`config.mk`:
```
export PLATFORM = sky130hd
export DESIGN_NAME = divisor_secuencial_flat
export DESIGN_NICKNAME = d
export VERILOG_FILES = /design/src/rtl/divisor_secuencial_if.sv /design/src/rtl/divisor_secuencial.sv /design/src/flat_wrapper.sv
export SDC_FILE = /design/constraint.sdc
export NUM_CORES = 1
export LEC_CHECK = 0
export CORE_MARGIN = 5
export CORE_UTILIZATION = 35
export DETAILED_ROUTE_END_ITERATION = 6
export DONT_BUFFER_PORTS = 1
export GPL_TIMING_DRIVEN = 0
export PLACE_DENSITY = 0.55
export REMOVE_ABC_BUFFERS = 1
export SYNTH_ARGS = -nofsm -noshare
export SYNTH_HDL_FRONTEND = slang
export SYNTH_SLANG_ARGS = --single-unit
```
`constraint.sdc`:
```
create_clock -name clk -period 1.6 [get_ports clk]
set_input_delay 0.16 -clock clk [delete_from_list [all_inputs] [get_ports clk]]
set_output_delay 0.16 -clock clk [all_outputs]
set_load 0.05 [all_outputs]
```
`src/rtl/divisor_secuencial_if.sv`:
```
// rtl/divisor_secuencial_if.sv - init/done handshake and operand/result bundle for the sequential divider
//
// Signals:
//   init  start request, sampled only while the divider is idle
//   DV    unsigned dividend, captured on the accept edge
//   DR    unsigned divisor, captured on the accept edge
//   quot  quotient of the last operation (registered)
//   rem   remainder of the last operation (registered)
//   done  one-cycle completion pulse (registered)
//   busy  high while the divider is not idle
//   div0  divide-by-zero flag of the last operation (registered)
// The master modport is the requester; the slave modport is the divider.
interface divisor_secuencial_if #(
    parameter int WIDTH = 3
);
    logic             init;
    logic [WIDTH-1:0] DV;
    logic [WIDTH-1:0] DR;
    logic [WIDTH-1:0] quot;
    logic [WIDTH-1:0] rem;
    logic             done;
    logic             busy;
    logic             div0;

    modport master (
        output init, DV, DR,
        input  quot, rem, done, busy, div0
    );

    modport slave (
        input  init, DV, DR,
        output quot, rem, done, busy, div0
    );
endinterface

```
`src/rtl/divisor_secuencial.sv`:
```
// rtl/divisor_secuencial.sv - sequential restoring shift-subtract divider with init/done handshake
//
// Ports:
//   clk  clock, all state changes on the rising edge
//   rst  synchronous reset, active-high, highest priority
//   bus  divisor_secuencial_if slave modport (init, DV, DR in; quot, rem, done, busy, div0 out)
//
// One quotient bit is produced per SHIFT/SUB pair, so a normal division takes
// 2*WIDTH+1 edges from accept to the visible done pulse. A zero divisor skips
// the iteration entirely and reports quot = all ones, rem = dividend.
module divisor_secuencial #(
    parameter int WIDTH = 3
) (
    input  logic                 clk,
    input  logic                 rst,
    divisor_secuencial_if.slave  bus
);

    localparam int CW = $clog2(WIDTH + 1);

    typedef enum logic [1:0] {
        IDLE,
        SHIFT,
        SUB,
        END1
    } state_t;

    state_t           state;
    logic [WIDTH:0]   a;      // partial remainder, one guard bit above the divisor width
    logic [WIDTH-1:0] q;      // dividend shifting out, quotient bits shifting in
    logic [WIDTH-1:0] m;      // captured divisor
    logic [CW-1:0]    cnt;    // quotient bits still to produce

    logic [WIDTH:0]   m_ext;
    logic             a_ge_m;

    assign m_ext  = {1'b0, m};
    assign a_ge_m = (a >= m_ext);

    // busy decodes the state only, so it is the one output not registered
    assign bus.busy = (state != IDLE);

    always_ff @(posedge clk) begin
        if (rst) begin
            state    <= IDLE;
            a        <= '0;
            q        <= '0;
            m        <= '0;
            cnt      <= '0;
            bus.quot <= '0;
            bus.rem  <= '0;
            bus.done <= 1'b0;
            bus.div0 <= 1'b0;
        end else begin
            // done is only raised by the END1 edge, so it lasts exactly one cycle
            bus.done <= 1'b0;
            case (state)
                IDLE: begin
                    if (bus.init) begin
                        a   <= '0;
                        q   <= bus.DV;
                        m   <= bus.DR;
                        cnt <= CW'(WIDTH);
                        if (bus.DR == '0) begin
                            bus.div0 <= 1'b1;
                            state    <= END1;
                        end else begin
                            bus.div0 <= 1'b0;
                            state    <= SHIFT;
                        end
                    end
                end
                SHIFT: begin
                    {a, q} <= {a[WIDTH-1:0], q, 1'b0};
                    state  <= SUB;
                end
                SUB: begin
                    // restoring step: only commit the subtraction when it does not go negative
                    if (a_ge_m) begin
                        a    <= a - m_ext;
                        q[0] <= 1'b1;
                    end
                    cnt <= cnt - CW'(1);
                    if (cnt == CW'(1)) begin
                        state <= END1;
                    end else begin
                        state <= SHIFT;
                    end
                end
                END1: begin
                    if (bus.div0) begin
                        // the untouched dividend is still sitting in q
                        bus.quot <= '1;
                        bus.rem  <= q;
                    end else begin
                        bus.quot <= q;
                        bus.rem  <= a[WIDTH-1:0];
                    end
                    bus.done <= 1'b1;
                    state    <= IDLE;
                end
                default: state <= IDLE;
            endcase
        end
    end

endmodule

```
`src/flat_wrapper.sv`:
```
// flat-port wrapper written by rule: the top's interface ports become plain ports
module divisor_secuencial_flat 
#(
    parameter int WIDTH = 3
)
  (clk, rst, bus_init, bus_DV, bus_DR, bus_quot, bus_rem, bus_done, bus_busy, bus_div0);
  divisor_secuencial_if #(.WIDTH(WIDTH)) bus_i ();
  input  logic clk;
  input  logic rst;
  input wire logic [$bits(bus_i.init)-1:0] bus_init;
  input wire logic [$bits(bus_i.DV)-1:0] bus_DV;
  input wire logic [$bits(bus_i.DR)-1:0] bus_DR;
  output wire logic [$bits(bus_i.quot)-1:0] bus_quot;
  output wire logic [$bits(bus_i.rem)-1:0] bus_rem;
  output wire logic [$bits(bus_i.done)-1:0] bus_done;
  output wire logic [$bits(bus_i.busy)-1:0] bus_busy;
  output wire logic [$bits(bus_i.div0)-1:0] bus_div0;
  assign bus_i.init = bus_init;
  assign bus_i.DV = bus_DV;
  assign bus_i.DR = bus_DR;
  assign bus_quot = bus_i.quot;
  assign bus_rem = bus_i.rem;
  assign bus_done = bus_i.done;
  assign bus_busy = bus_i.busy;
  assign bus_div0 = bus_i.div0;
  divisor_secuencial #(.WIDTH(WIDTH)) u_core (.clk(clk), .rst(rst), .bus(bus_i));
endmodule
```
==> impl_metrics.toml <==
[worst_hold_path]
min_path_cells = 1
worstHoldEndpoint = "u_core.a[0]$_SDFFE_PP0P_"
hold_start = "rst"
min-delay-path-class = "input pin to register"

[clocking]
cts.sinks = 22
insertion_delay_ps = 320
clk_pin_slew_ps = 140
cts_tree = "done"
htreeDepth = 1
clock_path_buffers = 2
cts_root_buf = "clkbuf_4"
cts_made_buffers = 3
cts_hold_buf = 1

[synthesis]
synth-seq-cells = 22
synth_area_leaders = "dfxtp_1, ha_1, mux2i_1"
synth_area_mm2 = 0.00116
seq_area_frac_synth = 0.380
syn_area_per_cell_um2 = 8.53
synthCells = 136
synth_warnings = 0
synth_top_area_frac = 0.380
yosysUniqueCellTypes = 30
synth_top_area_cell = "dfxtp_1"

[pwr]
finalPower_mw = 2.45
p_per_area_mw_per_mm2 = 1890
peakVddDrop_v = 0.000855
power_leakage_nw = 0.463

[detailed_routing]
viasPerCell = 5.19
drc = 0
num_vias = 940
wl_um = 2540
avgRoutedWirePerCell_um = 14.0
final_antenna_net_count = 0
drt_first_pass_iters = 4
drt_iter0_drc = 39

[sta]
slew_headroom = 0.503
tightest_slew_ps = 744
drv_slew = 0
fmax_ghz = 0.618
finalHoldViolCount = 21
grt_setup_unrepaired = "yes"
timing.hold.ws_ps = -120
worst_slack_ps = -17.0
min_period_ps = 1620
period_share = 1.01
setup_viol = 2
fin_worst_skew_ps = 4.17

[floorplan]
die_h_um = 67.6
rows = 21
initial_core_util = 0.353
die_w_um = 67.6
io_pins = 18
core_mm2 = 0.00328
dieArea_mm2 = 0.00457

[final_layout]
antenna_cells = 0
fill_cells = 347
design_area_mm2 = 0.00130
final_core_util = 0.395
syn_to_final_growth_pct = 12.0
fin_nets = 154
final_common_cell = "dfxtp_1"
drive_gt1_frac = 0.156
layout_common_cells = "dfxtp_1, nor2_1, inv_1, nand2_1, a211oi_1"

[global_route]
antenna_found_initial = 0
grt_usage = 0.126
grt_max_degree = 23
grt_pass1_vias = 978
grt_pass1_wl_um = 4350
gr-total-overflow = 0

[setup_path]
cp_slowest_cell = "dfxtp_2"
r2r_end = "u_core.q[0]$_SDFFE_PP0P_"
rr_startpoint = "u_core.a[0]$_SDFFE_PP0P_"
reg2reg_depth = 8
required_ps = 1830
crit_top_cell = "inv_2"
start_kind = "register"
cp_slowest_stage_delay_ps = 350
path_cells = "inv_2 -> ha_4 -> inv_2 -> fa_2 -> a21oi_2 -> o211ai_1 -> a21oi_1 -> nor3_1"
critical_path.max_fanout = 4
arrival_ps = 1850
worst-setup-path-type = "register to register"
reg2reg_setup_slack_ps = -20
crit_path_end_kind = "register"

[place]
dp_hpwl_um = 1880
place.gp.congestion = 0.802
pre_cts_ws_ps = -176
port_buffers = 0
post_dp_cell_area_mm2 = 0.00118

[run_status]
violations = "negative hold slack, negative setup slack"
status = "finished with violations"

[job]
cap_violations = 0
-- synthesized netlist by cell type --
cell type  instances
nand2b_1           3
a41oi_1            1
o211a_1            1
clkbuf_1           2
o21ai_0            7
nor2b_4            1
a311oi_1           2
dfxtp_1           22
nor3_1             3
nor2b_1            1
xnor2_1            1
a211oi_1           9
nand3b_1           1
buf_1              1
nor2_4             1
buf_6              1
o32ai_1            1
o22ai_1            2
ha_1               8
nand2_1            9
buf_2              3
fa_1               1
nand3_1            4
nor2_1            16
inv_1             12
a21oi_1           10
mux2i_1            7
o21ai_2            1
nand4_1            4
o211ai_1           1
-- registers in the layout (all words and copies together) (netlist names) --
register / flops
u_core.a: 4
u_core.bus.rem: 3
u_core.state: 2
u_core.m: 3
u_core.bus.done: 1
u_core.q: 3
u_core.bus.quot: 3
u_core.bus.div0: 1
u_core.cnt: 2
-- metrics by stage --
stage          cells  TNS, ps
2_1_floorplan    129        0
3_3_place_gp     175     -354
3_5_place_dp     175     -634
4_1_cts          181     -124
5_1_grt          181     -435
6_report         181    -19.3
-- how the worst max path moves through the flow --
| stage | start | end | cells after the start | slack [ps] |
|---|---|---|---|---|
| final | u_core.a[0]$_SDFFE_PP0P_ | u_core.q[0]$_SDFFE_PP0P_ | 8 | -20 |
| after global routing | u_core.a[0]$_SDFFE_PP0P_ | u_core.a[0]$_SDFFE_PP0P_ | 8 | -90 |
| after CTS | u_core.a[0]$_SDFFE_PP0P_ | u_core.a[1]$_SDFFE_PP0P_ | 8 | -50 |
| after detailed placement | u_core.a[0]$_SDFFE_PP0P_ | u_core.q[0]$_SDFFE_PP0P_ | 8 | -180 |
| after global placement | u_core.a[0]$_SDFFE_PP0P_ | u_core.q[0]$_SDFFE_PP0P_ | 8 | -100 |
| after floorplan | u_core.a[0]$_SDFFE_PP0P_ | u_core.q[0]$_SDFFE_PP0P_ | 8 | 50 |
-- cell families (layout without fill, tap and decap cells) --
family,Yosys count,after routing,share of synthesized area
flip-flops,22,22,0.380
XOR/XNOR,1,1,0.00755
multiplexers,7,7,0.0604
AO/OA/AOI/OAI,35,35,0.195
adder cells (fa/ha/maj),9,9,0.104
buffers and inverters,19,18,0.0712
AND/OR/NAND/NOR,43,43,0.182
-- routing by layer --
metal	up-vias	share of wire	global-route usage
li1	480	-	-
met1	432	0.48	0.147
met2	26	0.45	0.214
met3	2	0.065	0.0466
met4	0	0.0063	0.0380
met5	-	0	0
-- layout make-up --
cell class	count	area [um2]	area share
multi-input cells	95	679	0.523
flip-flops and latches	22	443	0.341
well taps	46	57.6	0.0443
inverters	12	48.8	0.0376
clock inverters	1	30.0	0.0231
clock buffers	3	22.5	0.0173
repair buffers	2	17.5	0.0135
-- worst max-delay path, delay by kind of cell (launching register included) --
family / cells / cell delay (ps)
fa+ha+maj: 2 / 480
flops: 1 / 350
simple gates: 1 / 70
buf+inv: 2 / 100
compound gates: 3 / 530
-- report_power, final --
group          switching [mW]  total [mW]  internal [mW]  leakage [nW]
sequential              0.234       0.922          0.688         0.181
clock                   0.194       0.448          0.253        0.0279
combinational           0.645        1.08          0.435         0.255
-- what timing repair did --
action,in CTS,in global routing
endpoints found under the hold margin,22,21
cloned,0,0
endpoints found under the setup margin,7,10
resized for setup,15,3
buffers inserted,1,0
pin swaps,9,9
Note: power is estimated with default switching activity, not from simulation.
